### src/rtl/bulls_cows_engine.sv
// Bulls-and-Cows game engine: secret/guess capture, serial A/B scoring, try
// accounting and a three-row text overlay addressed through an external font ROM.
module bulls_cows_engine #(
    parameter int DIGITS    = 3,
    parameter int MAX_TRIES = 10
) (
    input  logic                clk,
    input  logic                reset,
    input  logic                new_game,
    input  logic [4*DIGITS-1:0] num_in,
    input  logic                num_rdy,
    output logic                busy,
    output logic                num_err,
    output logic [2:0]          state,
    output logic [3:0]          a_cnt,
    output logic [3:0]          b_cnt,
    output logic [3:0]          tries,
    output logic                score_vld,
    input  logic [9:0]          pix_x,
    input  logic [9:0]          pix_y,
    output logic [10:0]         rom_addr,
    input  logic [7:0]          font_word,
    output logic                text_on,
    output logic [2:0]          text_rgb
);
    localparam int CW = 4 * DIGITS;

    typedef enum logic [2:0] {
        ST_WAIT_SECRET = 3'd0,
        ST_PLAY        = 3'd1,
        ST_SCORE       = 3'd2,
        ST_WIN         = 3'd3,
        ST_LOSE        = 3'd4
    } state_e;

    state_e        state_q, state_d;
    logic [CW-1:0] secret_q, secret_d;
    logic [CW-1:0] guess_q, guess_d;
    logic [3:0]    idx_q, idx_d;
    logic [3:0]    a_acc_q, a_acc_d;
    logic [3:0]    hist_g_q [16];
    logic [3:0]    hist_g_d [16];
    logic [3:0]    hist_s_q [16];
    logic [3:0]    hist_s_d [16];
    logic [3:0]    a_cnt_q, a_cnt_d;
    logic [3:0]    b_cnt_q, b_cnt_d;
    logic [3:0]    tries_q, tries_d;
    logic          score_vld_q, score_vld_d;
    logic          num_err_q, num_err_d;
    logic          scored_q, scored_d;
    logic          text_on_q;
    logic [2:0]    bit_q;

    function automatic logic digits_ok(input logic [CW-1:0] code);
        logic ok;
        ok = 1'b1;
        for (int i = 0; i < DIGITS; i++)
            if (code[4*i +: 4] > 4'd9) ok = 1'b0;
        return ok;
    endfunction

    function automatic logic [3:0] digit_at(input logic [CW-1:0] code, input logic [3:0] idx);
        logic [3:0] d;
        d = '0;
        for (int i = 0; i < DIGITS; i++)
            if (idx == 4'(i)) d = code[4*i +: 4];
        return d;
    endfunction

    // ---------------- scoring datapath ----------------
    logic [3:0] g_dig, s_dig;
    logic [4:0] matched;
    logic [3:0] tries_inc;

    always_comb begin
        g_dig     = digit_at(guess_q, idx_q);
        s_dig     = digit_at(secret_q, idx_q);
        // Total common digits, duplicates included, is the sum of per-value minima.
        matched   = '0;
        for (int v = 0; v < 10; v++)
            matched += (hist_g_q[v] < hist_s_q[v]) ? {1'b0, hist_g_q[v]} : {1'b0, hist_s_q[v]};
        tries_inc = (tries_q == 4'hF) ? tries_q : tries_q + 4'd1;
    end

    always_comb begin
        // NOTE: every next-state signal takes its hold value first, so no path leaves one unassigned and no latch is inferred.
        state_d     = state_q;
        secret_d    = secret_q;
        guess_d     = guess_q;
        idx_d       = idx_q;
        a_acc_d     = a_acc_q;
        hist_g_d    = hist_g_q;
        hist_s_d    = hist_s_q;
        a_cnt_d     = a_cnt_q;
        b_cnt_d     = b_cnt_q;
        tries_d     = tries_q;
        scored_d    = scored_q;
        score_vld_d = 1'b0;
        num_err_d   = 1'b0;

        if (new_game) begin
            state_d  = ST_WAIT_SECRET;
            guess_d  = '0;
            a_cnt_d  = '0;
            b_cnt_d  = '0;
            tries_d  = '0;
            scored_d = 1'b0;
        end else begin
            case (state_q)
                ST_WAIT_SECRET: begin
                    if (num_rdy) begin
                        if (digits_ok(num_in)) begin
                            secret_d = num_in;
                            state_d  = ST_PLAY;
                        end else begin
                            num_err_d = 1'b1;
                        end
                    end
                end
                ST_PLAY: begin
                    if (num_rdy) begin
                        if (digits_ok(num_in)) begin
                            guess_d = num_in;
                            idx_d   = '0;
                            a_acc_d = '0;
                            for (int v = 0; v < 16; v++) begin
                                hist_g_d[v] = '0;
                                hist_s_d[v] = '0;
                            end
                            state_d = ST_SCORE;
                        end else begin
                            num_err_d = 1'b1;
                        end
                    end
                end
                ST_SCORE: begin
                    if (idx_q < 4'(DIGITS)) begin
                        if (g_dig == s_dig) a_acc_d = a_acc_q + 4'd1;
                        hist_g_d[g_dig] = hist_g_q[g_dig] + 4'd1;
                        hist_s_d[s_dig] = hist_s_q[s_dig] + 4'd1;
                        idx_d = idx_q + 4'd1;
                    end else begin
                        a_cnt_d     = a_acc_q;
                        b_cnt_d     = 4'(matched - {1'b0, a_acc_q});
                        tries_d     = tries_inc;
                        score_vld_d = 1'b1;
                        scored_d    = 1'b1;
                        if (a_acc_q == 4'(DIGITS))
                            state_d = ST_WIN;
                        else if (tries_inc == 4'(MAX_TRIES))
                            state_d = ST_LOSE;
                        else
                            state_d = ST_PLAY;
                    end
                end
                ST_WIN, ST_LOSE: state_d = state_q;
                default:         state_d = ST_WAIT_SECRET;
            endcase
        end
    end

    // NOTE: sequential state uses non-blocking assignments so every flop samples pre-edge values.
    always_ff @(posedge clk or posedge reset) begin
        if (reset) begin
            state_q     <= ST_WAIT_SECRET;
            secret_q    <= '0;
            guess_q     <= '0;
            idx_q       <= '0;
            a_acc_q     <= '0;
            a_cnt_q     <= '0;
            b_cnt_q     <= '0;
            tries_q     <= '0;
            score_vld_q <= 1'b0;
            num_err_q   <= 1'b0;
            scored_q    <= 1'b0;
            // NOTE: the histograms are cleared on every entry to SCORE; resetting them only keeps them X-free.
            for (int v = 0; v < 16; v++) begin
                hist_g_q[v] <= '0;
                hist_s_q[v] <= '0;
            end
        end else begin
            state_q     <= state_d;
            secret_q    <= secret_d;
            guess_q     <= guess_d;
            idx_q       <= idx_d;
            a_acc_q     <= a_acc_d;
            a_cnt_q     <= a_cnt_d;
            b_cnt_q     <= b_cnt_d;
            tries_q     <= tries_d;
            score_vld_q <= score_vld_d;
            num_err_q   <= num_err_d;
            scored_q    <= scored_d;
            hist_g_q    <= hist_g_d;
            hist_s_q    <= hist_s_d;
        end
    end

    assign busy      = (state_q == ST_SCORE);
    assign num_err   = num_err_q;
    assign state     = state_q;
    assign a_cnt     = a_cnt_q;
    assign b_cnt     = b_cnt_q;
    assign tries     = tries_q;
    assign score_vld = score_vld_q;

    // ---------------- text overlay ----------------
    function automatic logic [95:0] code_str(input logic [CW-1:0] code);
        logic [95:0] s;
        s = '0;
        for (int j = 0; j < DIGITS; j++)
            s[8*(11-j) +: 8] = 8'h30 + {4'h0, code[4*(DIGITS-1-j) +: 4]};
        return s;
    endfunction

    function automatic logic [7:0] pick(input logic [95:0] s, input logic [3:0] k);
        logic [7:0] c;
        c = '0;
        for (int i = 0; i < 12; i++)
            if (k == 4'(i)) c = s[8*(11-i) +: 8];
        return c;
    endfunction

    logic [3:0]  txt_row;
    logic [4:0]  col;
    logic [3:0]  slot;
    logic        in_region;
    logic [4:0]  turn;
    logic [7:0]  tens_ch, ones_ch;
    logic [95:0] row_str;
    logic [7:0]  ch;

    always_comb begin
        txt_row   = pix_y[9:6];
        col       = pix_x[9:5];
        slot      = 4'(col - 5'd4);
        in_region = (txt_row >= 4'd1) && (txt_row <= 4'd3) && (col >= 5'd4) && (col <= 5'd15);
        turn      = {1'b0, tries_q} + 5'd1;
        tens_ch   = (turn >= 5'd10) ? 8'h31 : 8'h30;
        ones_ch   = 8'h30 + {4'h0, (turn >= 5'd10) ? 4'(turn - 5'd10) : turn[3:0]};
        row_str   = '0;
        case (txt_row)
            4'd1: begin
                case (state_q)
                    ST_WAIT_SECRET:   row_str = {"SET CODE", 32'h0};
                    ST_PLAY, ST_SCORE: row_str = {"GUESS ", tens_ch, ones_ch, 32'h0};
                    ST_WIN:           row_str = {"YOU WIN", 40'h0};
                    ST_LOSE:          row_str = {"GAME OVER", 24'h0};
                    default:          row_str = '0;
                endcase
            end
            4'd2: if (state_q != ST_WAIT_SECRET) row_str = code_str(guess_q);
            4'd3: begin
                if (state_q == ST_LOSE)
                    row_str = code_str(secret_q);
                else if (scored_q)
                    row_str = {8'h30 + {4'h0, a_cnt_q}, "A ", 8'h30 + {4'h0, b_cnt_q}, "B", 56'h0};
            end
            default: row_str = '0;
        endcase
        ch = in_region ? pick(row_str, slot) : 8'h00;
    end

    assign rom_addr = {ch[6:0], pix_y[5:2]};

    logic unused_bits;
    assign unused_bits = ^{ch[7], pix_x[1:0], pix_y[1:0]};

    // Region and glyph column are delayed one cycle to line up with the ROM read.
    always_ff @(posedge clk or posedge reset) begin
        if (reset) begin
            text_on_q <= 1'b0;
            bit_q     <= '0;
        end else begin
            text_on_q <= in_region;
            bit_q     <= pix_x[4:2];
        end
    end

    assign text_on  = text_on_q;
    assign text_rgb = (text_on_q && font_word[~bit_q]) ? 3'b000 : 3'b111;

endmodule

### config.mk
export PLATFORM = sky130hd
export DESIGN_NAME = bulls_cows_engine
export DESIGN_NICKNAME = d
export VERILOG_FILES = /design/src/rtl/bulls_cows_engine.sv
export SDC_FILE = /design/constraint.sdc
export NUM_CORES = 1
export LEC_CHECK = 0
export BUFFER_PORTS_ARGS = -buffer_cell sky130_fd_sc_hd__buf_4
export CAP_MARGIN = 20
export CORE_MARGIN = 1.5
export CORE_UTILIZATION = 39
export DETAILED_ROUTE_END_ITERATION = 10
export PLACE_DENSITY = 0.61
export SLEW_MARGIN = 0
export SYNTH_ARGS = -nofsm -noshare
export SYNTH_HDL_FRONTEND = slang
export SYNTH_SLANG_ARGS = --single-unit
export TNS_END_PERCENT = 50
### constraint.sdc
create_clock -name clk -period 16.75 [get_ports clk]
set_clock_uncertainty 0.1 [all_clocks]
set_input_delay 1.675 -clock clk [delete_from_list [all_inputs] [get_ports clk]]
set_output_delay 1.675 -clock clk [all_outputs]
set_load 0.01 [all_outputs]
==> impl_metrics.csv <==
group,metric,value,unit
critical_path,cp_data_arrival_time,4.30,ns
floorplan,die_area,0.0326,mm2
placement,dp_cells,1783,
yosys,synth_area_leaders,"dfrtp_1 37%, nand3_1 7.0%, o21ai_0 6.2%",
grt,grt_pass1_vias,10500,
routing,drt_iter0_markers,1222,
power_and_ir_drop,pwr-share-comb,0.314,
power_and_ir_drop,clockPowerShare,0.329,
hold_path,min-delay-start,"hist_s_q[16]",
yosys,synth_fp_nets,1508,
yosys,synth_seq_area_share,0.371,
clocking,cts-root-buf,"clkbuf_16",
power_and_ir_drop,p_leak,0.00551,uW
critical_path,r2r_end,"b_cnt[3]",
routing,detail-route-antenna-nets,0,
power_and_ir_drop,p_sw,505,uW
floorplan,io_pins,77,
hold_path,whs_path_depth,2,
critical_path,critical_path_class,"input pin to output pin",
sta,hold_viol,0,
clocking,cts_setup_buffers,0,
floorplan,row_count,64,
power_and_ir_drop,switching_share,0.387,
routing,drt-pass1-iter-count,5,
yosys,synth_most_common_cell,"dfrtp_1",
sta,period_minus_slack,6.08,ns
sta,final.period_utilization,0.363,
sta,layout_setup_ws,10.67,ns
sta,maxSlewHeadroom,0.254,
critical_path,reg2reg_depth,20,
clocking,cts_sinks,182,
placement,place_ws,10.73,ns
power_and_ir_drop,power.internal,802,uW
critical_path,startpoint_type,"input pin",
clocking,path_clk_slew,0.08,ns
final_layout,antennaDiodeCount,0,
yosys,synth_common_cells,"182 x dfrtp_1, 173 x nand3_1, 152 x o21ai_0, 123 x nand2_1, 88 x a21oi_1",
routing,drc,0,
flow_run,max-cap-violations,0,
final_layout,fillers,3018,
clocking,cts.htree.levels,4,
clocking,postCtsHoldBufs,0,
yosys,synth_seq_cells,182,
yosys,syn_area_per_cell,8.79,um2
sta,rsz0062_at_grt,"no",
routing,drt_wl_total,38.6,mm
yosys,synth_area_leader_cell,"dfrtp_1",
hold_path,hp-class,"register to register",
critical_path,critPathRequiredTime,14.97,ns
grt,grt_pass1_wl,61.2,mm
sta,setup_viol,0,
floorplan,start_util,0.398,
final_layout,drive_gt1_frac,0.121,
yosys,netlist_area,0.0123,mm2
placement,dp_hpwl,26.9,mm
critical_path,r2r_slack,10.94,ns
sta,fmax,0.165,GHz
sta,worstMarginPinSlew,1.12,ns
outcome,status,"finished, final reports clean",
sta,fin_tns_setup,0,ns
final_layout,area_growth,10.5,%
sta,drv_slew,0,
yosys,synth_edf_count,0,
power_and_ir_drop,powerDensity,96.2,mW/mm2
clocking,clock_path_buffers,2,
critical_path,worstPathMaxFanout,12,
power_and_ir_drop,total_power,1310,uW
grt,grtUsageTotal,0.241,
critical_path,r2r_start,"hist_g_q[61]",
yosys,ys_warn_count,0,
grt,antenna_found_initial,0,
floorplan,die_w,180,um
power_and_ir_drop,peakVddDrop,63.5,uV
final_layout,instances_no_fill,1816,
final_layout,multi_input_area,0.00709,mm2
routing,viasPerCell,6.02,
floorplan,core,0.0308,mm2
clocking,insertion_delay,0.45,ns
hold_path,hold_end,"hist_s_q[16]",
final_layout,seqCellArea,0.00455,mm2
placement,gp_congestion,0.933,
yosys,synth_top_area_share,0.371,
yosys,synth_cells,1398,
routing,vias,10900,
yosys,synth_ff_type,"dfrtp_1",
yosys,yosysUniqueCellTypes,82,
power_and_ir_drop,power_frac_seq,0.357,
clocking,cts_made_buffers,17,
routing,wl_per_cell,21.2,um
final_layout,final_nets,1517,
grt,grt-ovfl-total,0,
floorplan,die_y,180,um
clocking,cts_tree,"built",
yosys,async_flop_share,1.00,
grt,grt_max_degree,110,
critical_path,endpoint_kind,"output pin",
sta,whs,0.400,ns
placement,port_buffers,64,
clocking,cts-resized-gates,0,
## layout by cell type (no fill, tap or decap), drive strengths merged, types with 21 or more instances in the layout
cell	count
mux2	24
a21oi	88
nand2b	35
dfrtp	182
inv	70
nor3	21
a211oi	30
nand3	173
nand2	123
buf	78
ha	46
o21ai	167
xnor2	24
mux2i	23
nor2	66
a221oi	27
## power by group through the flow
stage | logic (uW) | registers, uW | clock network (uW)
after floorplan | 296 | 470 | 0
after global placement | 397 | 474 | 0
after detailed placement | 402 | 474 | 0
after CTS | 403 | 466 | 438
after global routing | 444 | 468 | 457
final | 410 | 466 | 430
## area by class of cell
cell class	count	area share
Multi-Input combinational cell	1065	0.522
Sequential cell	182	0.335
Timing Repair Buffer	78	0.0431
Tap cell	396	0.0365
Clock buffer	18	0.0316
Inverter	63	0.0180
Clock inverter	14	0.0135
## metrics by stage
step,instance area (um2),util
5_1_grt,13600,0.441
3_5_place_dp,13000,0.420
4_1_cts,13600,0.440
3_3_place_gp,13000,0.420
6_report,13600,0.441
2_1_floorplan,12300,-
## worst max path at each step
stage | startpoint | to | cells past startpoint
after floorplan | reset | a_acc_q[0] | 1
final | pix_y[9] | rom_addr[8] | 8
after CTS | pix_y[9] | rom_addr[6] | 9
after global routing | pix_y[9] | rom_addr[8] | 8
after detailed placement | pix_y[9] | rom_addr[6] | 9
after global placement | pix_y[9] | rom_addr[8] | 8
## logic make-up after synthesis
kind of cell,synth area share
AO/OA/AOI/OAI,0.227
XOR/XNOR,0.0255
adder cells (fa/ha/maj),0.0794
buffers and inverters,0.0544
flip-flops,0.371
multiplexers,0.0444
AND/OR/NAND/NOR,0.199
## registers in the layout, summed over array words and instances, names as in the netlist, 4 cells and up
register / count
b_cnt: 4
tries: 4
hist_s_q: 64
a_acc_q: 4
idx_q: 4
hist_g_q: 64
secret_q: 12
a_cnt: 4
guess_q: 12
## worst max-delay path, cell delays in order
cell and delay, ns:
buf_4 0.12, nor4b_1 0.72, and3_1 0.59, o22ai_1 0.13, a2111oi_0 0.61, o21bai_1 0.14, a21oi_1 0.17, buf_4 0.15
## per-layer routing
| layer | global-route usage | vias to the layer above | share of wire |
|---|---|---|---|
| li1 | - | 5110 | - |
| met1 | 0.333 | 5348 | 0.45 |
| met2 | 0.384 | 407 | 0.46 |
| met3 | 0.0380 | 63 | 0.063 |
| met4 | 0.0861 | 0 | 0.027 |
| met5 | 0 | - | 0 |
No activity file was read; power rests on OpenSTA's default activity.
